$ cat src/rtl/mult_booth_if.sv
// mult_booth_if -- handshake and operand/result bundle for mult_booth.
//
// Signals:
//   start      request, accepted on a rising edge while busy is low
//   is_signed  1 = two's-complement operands, 0 = unsigned (sampled with start)
//   x, y       multiplicand / multiplier (sampled with start)
//   busy       high from accept until the result edge
//   fim        one-cycle pulse; hi/lo valid from this cycle
//   hi, lo     upper / lower halves of the 2*WIDTH-bit product
//
// Modports: master (control unit side), slave (multiplier side).
interface mult_booth_if #(
    parameter int WIDTH = 32
);
    logic             start;
    logic             is_signed;
    logic [WIDTH-1:0] x;
    logic [WIDTH-1:0] y;
    logic             busy;
    logic             fim;
    logic [WIDTH-1:0] hi;
    logic [WIDTH-1:0] lo;

    modport master (
        output start, is_signed, x, y,
        input  busy, fim, hi, lo
    );

    modport slave (
        input  start, is_signed, x, y,
        output busy, fim, hi, lo
    );
endinterface

$ cat src/rtl/mult_booth.sv
// mult_booth -- multicycle radix-2 Booth multiplier, signed or unsigned.
//
// Ports:
//   clk    rising-edge clock
//   reset  asynchronous, active-low reset
//   bus    mult_booth_if.slave: start/is_signed/x/y in, busy/fim/hi/lo out
//
// Parameters:
//   WIDTH  operand width (>= 4); product is 2*WIDTH bits
//
// Optional build macro:
//   MULT_ZERO_BYPASS_EN  when defined, a zero operand skips the Booth steps
//                        and the (zero) result is produced one cycle after
//                        accept.
//
// Timing: accept edge E0, Booth steps on E1..E(WIDTH+1), hi/lo/fim updated
// on E(WIDTH+2). hi/lo hold until the next completion or reset.
module mult_booth #(
    parameter int WIDTH = 32
) (
    input logic        clk,
    input logic        reset,
    mult_booth_if.slave bus
);
    // Operands are extended by one bit so unsigned values and the negation
    // of the most negative signed value both fit; P carries an extra LSB
    // for the Booth pair.
    localparam int PW = 2 * (WIDTH + 1) + 1;
    localparam int CW = $clog2(WIDTH + 1);

    typedef enum logic [1:0] {
        IDLE,
        RUN,
        DONE
    } state_t;

    state_t           state;
    logic [PW-1:0]    a;
    logic [PW-1:0]    s;
    logic [PW-1:0]    p;
    logic [PW-1:0]    p_sum;
    logic [PW-1:0]    p_next;
    logic [CW-1:0]    count;
    logic             busy_q;
    logic             fim_q;
    logic [WIDTH-1:0] hi_q;
    logic [WIDTH-1:0] lo_q;
    logic [WIDTH:0]   x_ext;
    logic [WIDTH:0]   y_ext;
    logic [WIDTH:0]   x_neg;

    assign bus.busy = busy_q;
    assign bus.fim  = fim_q;
    assign bus.hi   = hi_q;
    assign bus.lo   = lo_q;

    always_comb begin
        x_ext = bus.is_signed ? {bus.x[WIDTH-1], bus.x} : {1'b0, bus.x};
        y_ext = bus.is_signed ? {bus.y[WIDTH-1], bus.y} : {1'b0, bus.y};
        x_neg = -x_ext;
    end

    // One Booth step: add/subtract multiplicand by the low pair, then
    // arithmetic shift right.
    always_comb begin
        p_sum = p;
        case (p[1:0])
            2'b01:   p_sum = p + a;
            2'b10:   p_sum = p + s;
            default: p_sum = p;
        endcase
        p_next = {p_sum[PW-1], p_sum[PW-1:1]};
    end

`ifdef MULT_ZERO_BYPASS_EN
    logic zero_op;
    always_comb begin
        zero_op = (bus.x == '0) || (bus.y == '0);
    end
`endif

    always_ff @(posedge clk or negedge reset) begin
        if (!reset) begin
            state  <= IDLE;
            count  <= '0;
            a      <= '0;
            s      <= '0;
            p      <= '0;
            busy_q <= 1'b0;
            fim_q  <= 1'b0;
            hi_q   <= '0;
            lo_q   <= '0;
        end else begin
            fim_q <= 1'b0;
            case (state)
                IDLE: begin
                    if (bus.start) begin
                        a      <= {x_ext, {(WIDTH + 2){1'b0}}};
                        s      <= {x_neg, {(WIDTH + 2){1'b0}}};
                        p      <= {{(WIDTH + 1){1'b0}}, y_ext, 1'b0};
                        count  <= '0;
                        busy_q <= 1'b1;
`ifdef MULT_ZERO_BYPASS_EN
                        // P must read as zero in DONE, so it is cleared
                        // rather than loaded with y.
                        if (zero_op) begin
                            p     <= '0;
                            state <= DONE;
                        end else begin
                            state <= RUN;
                        end
`else
                        state  <= RUN;
`endif
                    end
                end
                RUN: begin
                    p     <= p_next;
                    count <= count + 1'b1;
                    if (count == CW'(WIDTH)) begin
                        state <= DONE;
                    end
                end
                DONE: begin
                    hi_q   <= p[2*WIDTH:WIDTH+1];
                    lo_q   <= p[WIDTH:1];
                    fim_q  <= 1'b1;
                    busy_q <= 1'b0;
                    state  <= IDLE;
                end
                default: begin
                    state <= IDLE;
                end
            endcase
        end
    end
endmodule

$ cat src/flat_wrapper.sv
// flat-port wrapper written by rule: the top's interface ports become plain ports
module mult_booth_flat 
#(
    parameter int WIDTH = 32
)
  (clk, reset, bus_start, bus_is_signed, bus_x, bus_y, bus_busy, bus_fim, bus_hi, bus_lo);
  mult_booth_if #(.WIDTH(WIDTH)) bus_i ();
  input logic clk;
  input logic reset;
  input wire logic [$bits(bus_i.start)-1:0] bus_start;
  input wire logic [$bits(bus_i.is_signed)-1:0] bus_is_signed;
  input wire logic [$bits(bus_i.x)-1:0] bus_x;
  input wire logic [$bits(bus_i.y)-1:0] bus_y;
  output wire logic [$bits(bus_i.busy)-1:0] bus_busy;
  output wire logic [$bits(bus_i.fim)-1:0] bus_fim;
  output wire logic [$bits(bus_i.hi)-1:0] bus_hi;
  output wire logic [$bits(bus_i.lo)-1:0] bus_lo;
  assign bus_i.start = bus_start;
  assign bus_i.is_signed = bus_is_signed;
  assign bus_i.x = bus_x;
  assign bus_i.y = bus_y;
  assign bus_busy = bus_i.busy;
  assign bus_fim = bus_i.fim;
  assign bus_hi = bus_i.hi;
  assign bus_lo = bus_i.lo;
  mult_booth #(.WIDTH(WIDTH)) u_core (.clk(clk), .reset(reset), .bus(bus_i));
endmodule
$ cat config.mk
export PLATFORM = sky130hd
export DESIGN_NAME = mult_booth_flat
export DESIGN_NICKNAME = d
export VERILOG_FILES = /design/src/rtl/mult_booth_if.sv /design/src/rtl/mult_booth.sv /design/src/flat_wrapper.sv
export SDC_FILE = /design/constraint.sdc
export NUM_CORES = 1
export LEC_CHECK = 0
export ABC_AREA = 1
export CAP_MARGIN = 20
export CORE_ASPECT_RATIO = 0.7
export CORE_UTILIZATION = 51
export DETAILED_ROUTE_END_ITERATION = 10
export PLACE_DENSITY = 0.83
export RECOVER_POWER = 50
export SLEW_MARGIN = 20
export SYNTH_ARGS = -nofsm -noshare
export SYNTH_HDL_FRONTEND = slang
export SYNTH_SLANG_ARGS = --single-unit
$ cat constraint.sdc
create_clock -name clk -period 2.7 [get_ports clk]
set_input_delay 0.27 -clock clk [delete_from_list [all_inputs] [get_ports clk]]
set_output_delay 0.27 -clock clk [all_outputs]
set_load 0.01 [all_outputs]
Yosys cells after proc, flatten, opt, wreduce, memory -nomap -nowiden --
Cells that the tools add are included.
Word-level totals: output and inout bits 66, RAM bits 0, flip-flop bits (word level) 207, memory bits (read-only) 0, latch bits 0, bits of input ports 68, word-level logic and storage cells 40, memories kept 0
Cells by class: reductions and logical operators 7, shift operators 0, magnitude comparators 0, eq/ne operators 7, bitwise operators 0, $add $sub $neg 4, multipliers 0, div/mod/pow operators 0, multiplexer cells 13
Operators by type and width (count):
- case mux 67 bit (2 select lines) | 2
- adder 67 bit | 2
- two-way mux 67 bit | 1
- two-way mux 33 bit | 2
- negation 33 bit | 1
- case mux 6 bit (2 select lines) | 1
- AND reduction 2 bit | 4
- adder 6 x 1 -> 6 bit, second input constant | 1
- equality test 6 bit, second input constant | 1
- two-way mux 6 bit | 1
- equality test 2 x 1 -> 1 bit, second input constant | 2
- equality test 2 bit, second input constant | 2
- two-way mux 2 bit | 2
- case mux 2 bit (2 select lines) | 1
- nonzero test 2 bit | 2
- logical NOT 2 bit | 1
- two-way mux 1 bit | 2
- inequality test 2 x 1 -> 1 bit, second input constant | 1
- inequality test 2 bit, second input constant | 1
- case mux 1 bit (2 select lines) | 1

Logic depth before layout (Yosys ltp) --
Gate-level depths: netlist of run 1.
depth after elaboration 3, gate-level depth with buffers 20, depth with buffers taken out 18

Worst setup path before layout of run 1 --
No wires, ideal clock.
kind register -> register, from register u_core.p[0], to register u_core.p[45], path slack -0.027 ns, stages on the path, launching flop included 14, arrival time 2.598 ns, required time 2.571 ns, path through dfrtp_1 > inv_1 > ha_1 > clkbuf_1 > buf_2 > mux2_2 > ha_1 > nand2_1 > inv_1 > a21oi_1 > nand3_1 > or2_2 > nand3_1 > a22oi_1
On the way: cells in the longest elaborated chain, start to end 3
Ends and longest elaborated chain:
- start: declaration | line mult_booth.sv:40 | logic [PW-1:0] p;
- start signal: assignment | line mult_booth.sv:100 | p <= {{(WIDTH + 1){1'b0}}, y_ext, 1'b0};
- start signal: assignment | line mult_booth.sv:118 | p <= p_next;
- adder 67 bit, or another cell as far along | line mult_booth.sv:69 | 2'b10: p_sum = p + s;
- case mux 67 bit (2 select lines) * | line mult_booth.sv:67 | case (p[1:0])
- case mux 67 bit (2 select lines) * | line mult_booth.sv:95 | case (state)
Mark *: on every way between the ends. The rest lies on a longest branch, timed or not. A chain may end at the register's enable or synchronous reset.

Final worst setup path of run 1 --
from register u_core.p[1], to register u_core.p[65]
The elaborated chain is that of the path after synthesis.

==> metrics.cfg, run 1 <==
[synth]
synth_top_area_frac = 0.443
netlist_area_um2 = 11600
synth_flop_cell = dfrtp_1
synth_edf_count = 0
syn_area_per_cell_um2 = 7.63
synthCells = 1518
syn_nets = 1624
yosysSeqAreaShare = 0.443
ys_ff_latch = 205
yosys.area.top_type = dfrtp_1
ys_types = 45
yosys-top-cells-area = dfrtp_1 44%, nand2_1 14%, inv_1 7.5%
postSynth.asyncResetShare = 1.00
synth_warnings = 0

[route]
drt_wl_total_um = 36100
vias = 11283
wl_per_cell_um = 18.1
drt-pass1-iter-count = 7
via_per_inst = 5.64
ant_nets = 0
dr.first_iter.drc_count = 1093
remaining_drc_errors = 0

[power_and_ir_drop]
powerDensity_nw_per_um2 = 1570
power.share.clock = 0.125
switching_share = 0.462
p_int_mw = 13.1
switchingPower_mw = 11.2
p_leak_nw = 7.56
pwr-share-comb = 0.645
seqPwrFrac = 0.230
max-vdd-ir-drop_mv = 0.772

[sta]
clock.fmax_ghz = 0.367
setup_violations = 2
period_minus_slack_ns = 2.73
hold_violations = 0
rsz0062_at_grt = true
drv_slew = 76
skew_ns = 0.0151
fin_tns_setup_ns = -0.0287
setup_slack_ns = -0.0252
max_slew.worst_pin.slew_ns = 1.94
slew_headroom = -0.295
period_share = 1.01

[setup_path]
critical_path_class = reg2reg
timing.rr.end = u_core.p[65]
cp-start-kind = flop
worstPathMaxFanout = 6
r2r_slack_ns = -0.03
critical_path_arrival_ns = 3.12
worstReg2RegStart = u_core.p[1]
rr_worst_depth = 19
cp-end-kind = flop
worst_ep_required_time_ns = 3.10

[outcome]
outcome = finished, violations left
failed_checks = max-capacitance violations, max-slew violations, negative setup slack

[grt]
antenna_found_initial = 0
grt_pass1_vias = 10346
grt_pass1_wl_um = 54800
grtUsageTotal = 0.299
grt_max_degree = 120
grt_remaining_overflow = 0

[clocking]
clk_path_buf_depth = 3
clock_sinks = 205
clk_pin_slew_ns = 0.07
clock_latency_ns = 0.51
cts_root_buf = clkbuf_16
cts_tree = built
cts_buffers = 21
htreeDepth = 1

[min_path]
min_path_type = in2reg
worstHoldStart = bus_y[23]
whs_path_depth = 3
min_to = u_core.p[24]

[floorplanning]
die_x_um = 182
ioPinCount = 134
core.rowCount = 45
die_h_um = 128
core_area_um2 = 22000
die_area_um2 = 23300
start_util = 0.528

[final_layout]
fin_cells = 1999
drive_gt1_frac = 0.196
insertedDiodeCount = 0
area_delta_synth_final_pct = 34.0
nets = 1812

[run]
drv_cap = 1

[placed_design]
dp_cells = 1943
port_buffers = 133
gp_congestion = 1.01
hpwl_um = 24800

worst max-delay path, stage by stage (launching register included):
cell       delay (ns)
dfrtp_1          0.41
ha_4             0.21
buf_6            0.14
clkbuf_16        0.16
o21ai_4          0.14
buf_6            0.12
inv_1            0.05
fa_2             0.35
inv_2            0.10
nand3_2          0.07
nand3_2          0.09
nand2_1          0.07
nand2_2          0.11
nand2_2          0.07
nand2_2          0.14
nand2_2          0.09
nand2_2          0.09
nand2_2          0.07
nand3_2          0.07
nand2_1          0.06
how the worst max path moves through the flow:
stage	startpoint	endpoint	cells past startpoint
after detailed placement	u_core.p[0]	u_core.p[58]	13
after floorplan	u_core.p[0]	u_core.p[45]	13
after global routing	u_core.p[1]	u_core.p[49]	17
after global placement	u_core.p[0]	u_core.p[58]	13
final	u_core.p[1]	u_core.p[65]	19
after CTS	u_core.p[0]	u_core.p[64]	18
power groups by stage:
stage                     combinational, mW  sequential, mW  clock, mW
after global placement                 11.5            5.40          0
after global routing                   17.0            5.69       3.20
after detailed placement               11.8            5.45          0
after CTS                              12.3            5.44       3.06
after floorplan                        7.36            5.24          0
final                                  15.7            5.59       3.03
Yosys cell counts, drive strengths merged, types with 2 or more instances:
library cell and n:
a21boi 7, a21oi 69, a22oi 16, buf 22, clkbuf 32, dfrtp 205, ha 37, inv 242
mux2 18, nand2 449, nand3 91, nand3b 3, nand4 22, nor2 81, nor3 13, nor4 2
o211ai 17, o21a 10, o21ai 117, o21bai 3, o221ai 2, o22ai 32, o31ai 3, or2 2
xor2 17
area by class of cell:
class                           instances  area (µm²)
Clock buffer                           26         564
Clock inverter                          8         128
Fill cell                            1673        6430
Inverter                              243         913
Multi-Input combinational cell       1016        6250
Sequential cell                       205        5130
Tap cell                              282         353
Timing Repair Buffer                  219        2190
through the flow:
stage	hold slack, ns	cell area [µm²]	setup slack (ns)	total power [mW]	util
floorplan	-0.0256	11600	0.0980	12.6	-
global placement	0.339	13700	-0.169	16.9	0.622
detailed placement	0.340	13700	-0.200	17.3	0.622
CTS	0.371	14500	0.00312	20.8	0.662
global route	0.388	15500	-0.0738	25.8	0.707
finish	0.375	15500	-0.0252	24.3	0.707
cell families after synthesis:
kind of cell / Yosys count / share of synthesized area
DFF: 205 / 0.443
adders and majority gates: 38 / 0.0417
muxes: 18 / 0.0175
and+or+nand+nor: 664 / 0.250
xor gates and xnor gates: 17 / 0.0129
AOI/OAI and AO/OA: 279 / 0.137
buffers and inverters: 297 / 0.0980
layer usage:
metal  routed length (µm)  up-vias  track usage
met1                16400     5380        0.458
met5                    0        -            0
met4                  787        0       0.0578
met3                 3760       77       0.0776
li1                     -     5276            -
met2                15200      550        0.423
timing repair:
item	CTS	global route
endpoints found under the setup margin	23	27
setup buffers	2	15
pin swaps	6	55
hold endpoints to repair	73	0
hold buffers	1	0
gates cloned	1	3
gates resized for setup	28	200
flip-flops by register name, summed over array words and instances (netlist names):
signal and cells:
u_core.a 33, u_core.bus.busy 1, u_core.bus.fim 1, u_core.bus.hi 32, u_core.bus.lo 32, u_core.count 6
u_core.p 66, u_core.s 32, u_core.state 2
cell usage in the layout, fill, tap and decap left out, types with 17 or more instances in the layout:
cell,instances
nand2_1,388
inv_1,219
dfrtp_1,205
clkdlybuf4s50_1,132
o21ai_0,100
nand3_1,72
buf_4,64
a21oi_1,53
nand2_2,52
nor2_1,51
o22ai_1,32
ha_4,26
clkbuf_16,24
inv_2,22
nor2_4,19
nand4_1,19
nand3_2,18
o211ai_1,17
No activity file was read; power rests on OpenSTA's default activity.
==> run 2, diff against run 1 <==
--- a/config.mk
+++ b/config.mk
@@ -8,9 +8,10 @@
 export ABC_AREA = 1
 export CAP_MARGIN = 20
 export CORE_ASPECT_RATIO = 0.7
-export CORE_UTILIZATION = 51
+export CORE_UTILIZATION = 60
 export DETAILED_ROUTE_END_ITERATION = 10
-export PLACE_DENSITY = 0.83
+export GPL_TIMING_DRIVEN = 0
+export PLACE_DENSITY = 0.91
 export RECOVER_POWER = 50
 export SLEW_MARGIN = 20
 export SYNTH_ARGS = -nofsm -noshare
==> constraint.sdc (replaced) <==
create_clock -name clk -period 3.2 [get_ports clk]
set_input_delay 0.32 -clock clk [delete_from_list [all_inputs] [get_ports clk]]
set_output_delay 0.32 -clock clk [all_outputs]
set_load 0.01 [all_outputs]
==> run 2 against run 1 <==
Net effect: the run now ends clean; via count up 0.80%; core utilization up 3.3 points; critical path type unchanged; highest routed layer unchanged; sequential share of layout area up 3.6 points.
==> metrics.cfg, run 2 (synthesis gave the netlist of run 1 again) <==
[floorplanning]
start_util = 0.612  ; +0.0848
die_h_um = 118  ; -7.7%
core.rowCount = 42  ; -6.7%
ioPinCount = 134  ; unchanged
core_area_um2 = 18900  ; -14%
die_area_um2 = 19900  ; -15%
die_x_um = 168  ; -7.7%

[clocking]
cts_tree = built
clk_path_buf_depth = 3  ; unchanged
htreeDepth = 1  ; unchanged
clock_latency_ns = 0.51  ; about the same
clock_sinks = 205  ; unchanged
clk_pin_slew_ns = 0.07  ; about the same
cts_buffers = 21  ; unchanged
cts_root_buf = clkbuf_16

[placed_design]
place_ws_ns = -0.270  ; -0.0708 ns
place_area_um2 = 13300  ; -2.8%
dp_cells = 1895  ; -2.5%
hpwl_um = 27500  ; +11%
port_buffers = 133  ; unchanged
gp_congestion = 0.986  ; -2.0%

[final_layout]
design_area_um2 = 14000  ; -9.9%
fin_util = 0.740  ; +0.0328
layout_commonest_cell = nand2_1
layout_common_cells = 445 x nand2_1, 234 x inv_1, 205 x dfrtp_1, 132 x clkdlybuf4s50_1, 116 x o21ai_0
reg.largest.list = u_core.p (66), u_core.a (33)
fin_cells = 1931  ; -3.4%
area_delta_synth_final_pct = 20.8
largest_reg_flops = 66  ; unchanged
nets = 1783  ; -1.6%
fill_cells = 1394  ; -17%
insertedDiodeCount = 0  ; unchanged
drive_gt1_frac = 0.0651  ; -0.131
largest-register = u_core.p

[power_and_ir_drop]
powerDensity_nw_per_um2 = 1190  ; -24%
total_power_mw = 16.6  ; -32%
p_leak_nw = 7.03  ; -7.0%
max-vdd-ir-drop_mv = 0.780  ; +1.1%

[setup_path]
cp-start-kind = flop
critical_path_class = reg2reg
rr_worst_depth = 16  ; -3
cp-end-kind = flop
worst_ep_required_time_ns = 3.62  ; +0.52 ns
startpoint = u_core.p[0]
crit_slowest_cell = mux2_2
worstPathMaxFanout = 10  ; +4
cp_cell_sequence = inv_1 > ha_4 > buf_6 > mux2_2 > ha_1 > nand2_1 > inv_1 > nand2_1 > nand2_1 > nand2_1 > nand3b_1 > nand2_1 > nand2_1 > nand2_1 > nand3_1 > a21boi_1
path_depth = 16  ; -3
timing.rr.end = u_core.p[60]
cpPeakStageDelay_ns = 0.39  ; -0.02 ns
crit_end = u_core.p[60]
crit_buf_inv = 3  ; -2
cpMostUsedCell = nand2_1
critical_path_arrival_ns = 3.43  ; +0.31 ns
worstReg2RegStart = u_core.p[0]
r2r_slack_ns = 0.19  ; +0.21 ns
crit_family = simple AND/OR/NAND/NOR gates

[sta]
period_share = 0.941  ; -0.0683
skew_ns = 0.0203  ; +0.00523 ns
max_slew.worst_pin.slew_ns = 1.42  ; -0.519 ns
setup_slack_ns = 0.189  ; +0.214 ns
slew_headroom = 0.0503  ; +0.346
period_minus_slack_ns = 3.01  ; +0.286 ns
fin_tns_setup_ns = 0  ; +0.0287 ns
clock.fmax_ghz = 0.332  ; -9.5%
setup_violations = 0  ; -2
drv_slew = 0  ; -100%
holdWs_ns = 0.423  ; +0.0476 ns
rsz0062_at_grt = false
hold_violations = 0  ; unchanged

[grt]
antenna_found_initial = 0  ; unchanged
grt_max_degree = 93  ; -23%
grt_remaining_overflow = 0  ; unchanged
grtUsageTotal = 0.380  ; +0.0815
grt_pass1_wl_um = 58300  ; +6.4%
grt_pass1_vias = 10654  ; +3.0%

[min_path]
min_path_type = in2reg

[route]
ant_nets = 0  ; unchanged
dr.first_iter.drc_count = 1518  ; +39%
drt-pass1-iter-count = 8  ; +1
drt_wl_total_um = 37600  ; +4.1%
wl_per_cell_um = 19.5  ; +7.7%
via_per_inst = 5.89  ; +4.3%
remaining_drc_errors = 0  ; unchanged
vias = 11373  ; +0.80%

[run]
drv_cap = 0  ; -1

[outcome]
outcome = finished clean

## run 2: layout make-up
class,count,area (µm²),area share
Tap cell,242,303,0.0216
Buffer,53,230,0.0164
Multi-Input combinational cell,1016,5340,0.381
Clock buffer,27,578,0.0413
Clock inverter,8,125,0.00894
Timing Repair Buffer,137,1380,0.0987
Sequential cell,205,5130,0.366
Inverter,243,912,0.0652
## run 2: metal layers
metal  track usage  share of wire  routed length [µm]  vias up
met1         0.551           0.42               15900     5396
met4         0.135          0.033                1240        0
met3        0.0794           0.11                4160       90
met2         0.566           0.43               16200      671
li1              -              -                   -     5216
met5             0              0                   0        -
## run 2: what timing repair did
item                                    in CTS  in global routing
gates resized for setup                      3                 10
setup buffers                                0                  1
endpoints found under the setup margin      27                 18
hold buffers                                 1                  0
hold endpoints to repair                    22                  0
## run 2: worst min-delay path by stage
stage | start | endpoint | slack [ns] | cells past startpoint
floorplan | reset | u_core.a[34] | 0.02 | 0
global placement | u_core.bus.hi[13] | u_core.bus.hi[13] | 0.45 | 2
detailed placement | reset | u_core.bus.hi[8] | 0.17 | 1
CTS | reset | u_core.bus.hi[8] | 0.25 | 2
global route | bus_y[21] | u_core.p[22] | 0.43 | 3
finish | bus_y[21] | u_core.p[22] | 0.42 | 3
## run 2: report_power, final
part	switching, mW	internal [mW]	total, mW	leakage, nW
combinational	6.03	3.52	9.55	4.24
sequential	0.744	3.76	4.50	2.44
clock	1.04	1.52	2.56	0.343
## run 2: tightest hold or removal path: stages
cell and delay, ns:
clkdlybuf4s50_1 0.45, a22oi_1 0.06, o21ai_0 0.07
==> run 3, diff against run 2 <==
--- a/config.mk
+++ b/config.mk
@@ -8,10 +8,10 @@
 export ABC_AREA = 1
 export CAP_MARGIN = 20
 export CORE_ASPECT_RATIO = 0.7
-export CORE_UTILIZATION = 60
+export CORE_UTILIZATION = 45
 export DETAILED_ROUTE_END_ITERATION = 10
 export GPL_TIMING_DRIVEN = 0
-export PLACE_DENSITY = 0.91
+export PLACE_DENSITY = 0.72
 export RECOVER_POWER = 50
 export SLEW_MARGIN = 20
 export SYNTH_ARGS = -nofsm -noshare
==> run 3 against run 2 <==
Net effect: the run now ends with max-capacitance violations, max-slew violations left; wire length shrank 4.1%; worst hold slack gained 0.0087 ns; global-route usage shrank 9.9 points; combinational power is essentially flat; sequential cell count is the same; die area grew 33%; clock skew shrank 0.0057 ns; count of clock-buffer cells in the layout is the same; largest power group unchanged; sequential share of layout area shrank 0.24 points; critical path depth shrank 2; design area grew 0.65%; worst setup slack lost 0.025 ns.
==> metrics.cfg, run 3 (synthesis gave the netlist of run 1 again) <==
[outcome]
outcome = finished, violations left
failed_checks = max-capacitance violations, max-slew violations

[setup_path]
crit_slowest_cell = mux2_2
worstPathMaxFanout = 10  ; unchanged
cpMostUsedCell = inv_1
critical_path_class = reg2reg
cp-start-kind = flop
worst_ep_required_time_ns = 3.58  ; -0.04 ns
cp-end-kind = flop
critical_path_arrival_ns = 3.42  ; about the same
cpPeakStageDelay_ns = 0.43  ; +0.04 ns
cp_cell_sequence = inv_1 > ha_4 > buf_6 > mux2_2 > ha_1 > nand2_1 > inv_1 > a21oi_1 > o21bai_1 > inv_1 > nand2_1 > or2_1 > nand3_1 > a21oi_1

[clocking]
clk_path_buf_depth = 3  ; unchanged
clock_latency_ns = 0.51  ; about the same
cts_root_buf = clkbuf_16
cts_buffers = 21  ; unchanged
cts_tree = built
clock_sinks = 205  ; unchanged
clk_pin_slew_ns = 0.06  ; about the same
htreeDepth = 1  ; unchanged

[min_path]
min_path_type = in2reg

[sta]
clock.fmax_ghz = 0.329  ; -0.83%
fin_tns_setup_ns = 0  ; unchanged
drv_slew = 63  ; +63
slew_headroom = -0.0891  ; -0.139
hold_violations = 0  ; unchanged
period_minus_slack_ns = 3.04  ; +0.0252 ns
period_share = 0.949  ; +0.00787
max_slew.worst_pin.slew_ns = 1.63  ; +0.209 ns
holdWs_ns = 0.431  ; +0.00868 ns
skew_ns = 0.0146  ; -0.00572 ns
setup_violations = 0  ; unchanged

[run]
drv_cap = 1  ; +1

[route]
m1WireLength_um = 18300  ; +15%
route.met2.wl_um = 14400  ; -11%
top_layer = met5
ant_nets = 0  ; unchanged
route.met3.wl_um = 2610  ; -37%
wl_per_cell_um = 17.9  ; -8.1%
via_per_inst = 5.36  ; -9.0%
dr.first_iter.drc_count = 970  ; -36%
drt_wl_total_um = 36000  ; -4.1%
remaining_drc_errors = 0  ; unchanged
drt-pass1-iter-count = 6  ; -2
vias = 10810  ; -5.0%

[final_layout]
fill_cells = 2370  ; +70%
multi_input_area_um2 = 5360  ; +0.40%
insertedDiodeCount = 0  ; unchanged
largest_reg_flops = 66  ; unchanged
largest-register = u_core.p
reg.largest.list = u_core.p (66), u_core.a (33)
nets = 1784  ; +0.056%
area_delta_synth_final_pct = 21.6
register_area_um2 = 5130  ; unchanged
layout_common_cells = 445 x nand2_1, 234 x inv_1, 205 x dfrtp_1, 132 x clkdlybuf4s50_1, 116 x o21ai_0
drive_gt1_frac = 0.0692  ; +0.00406
layout_commonest_cell = nand2_1

[placed_design]
hpwl_um = 27600  ; +0.16%
port_buffers = 133  ; unchanged
gp_congestion = 0.957  ; -3.0%

[power_and_ir_drop]
powerDensity_nw_per_um2 = 1170  ; -1.6%
total_power_mw = 16.5  ; -0.97%
max-vdd-ir-drop_mv = 0.476  ; -39%
p_leak_nw = 7.03  ; about the same

[grt]
grtUsageTotal = 0.281  ; -0.0988
antenna_found_initial = 1  ; +1
grt_pass1_wl_um = 57300  ; -1.7%
grt_remaining_overflow = 0  ; unchanged
grt_max_degree = 75  ; -19%
grt_pass1_vias = 10071  ; -5.5%

[floorplanning]
die_area_um2 = 26400  ; +33%
ioPinCount = 134  ; unchanged
core.rowCount = 48  ; +14%
die_x_um = 194  ; +15%
core_area_um2 = 25000  ; +32%
die_h_um = 136  ; +15%
start_util = 0.464  ; -0.149

-- run 3: cell type report --
cell class	count	area share
Tap cell	325	0.0289
Clock inverter	9	0.00542
Multi-Input combinational cell	1016	0.380
Sequential cell	205	0.364
Buffer	53	0.0161
Clock buffer	27	0.0417
Inverter	243	0.0647
Timing Repair Buffer	138	0.0987
-- run 3: worst paths after layout --
kind / startpoint / end / slack [ns] / cells after the start
min: bus_y[13] / u_core.p[14] / 0.43 / 3
max in group asynchronous: reset / u_core.a[50] / 0.72 / 4
max: u_core.p[0] / u_core.p[49] / 0.16 / 14
min in group asynchronous: reset / u_core.bus.lo[4] / 0.78 / 2
min reg2reg: u_core.bus.hi[1] / u_core.bus.hi[1] / 0.47 / 2
max reg2reg: u_core.p[0] / u_core.p[49] / 0.16 / 14
-- run 3: power by group --
group          internal [mW]  switching (mW)  leakage [nW]
Sequential              3.76           0.756          2.44
Combinational           3.54            5.98          4.26
Clock                   1.38            1.04         0.332
Total                   8.68            7.78          7.03
-- run 3: per-layer routing --
metal	up-vias	track usage
met2	388	0.400
li1	5209	-
met4	2	0.0573
met3	45	0.0459
met1	5166	0.443
met5	-	0
-- run 3: what timing repair did --
action                                  4_1_cts  5_1_grt
pin swaps                                     0        1
endpoints found under the hold margin        62        0
endpoints found under the setup margin       27       23
gates resized for setup                       5        8
buffers inserted                              0        2
hold buffers                                  1        0
-- run 3: worst max-delay path: cells and delay by family (launching register included) --
family                     cells  cell delay (ns)
AOI/OAI and AO/OA              3             0.44
adders and majority gates      2             0.60
buffers and inverters          4             0.44
DFF                            1             0.36
muxes                          1             0.43
and+or+nand+nor                4             0.63
-- run 3: per-stage QoR --
step           setup WS [ns]  instances   util  cell area (µm²)
3_3_place_gp           -6.86       1976  0.533            13300
6_report               0.163       2016  0.564            14100
3_5_place_dp          -0.415       1978  0.536            13400
5_1_grt              -0.0212       2016  0.564            14100
2_1_floorplan          0.473       1518      -            11600
4_1_cts              0.00220       2014  0.563            14100
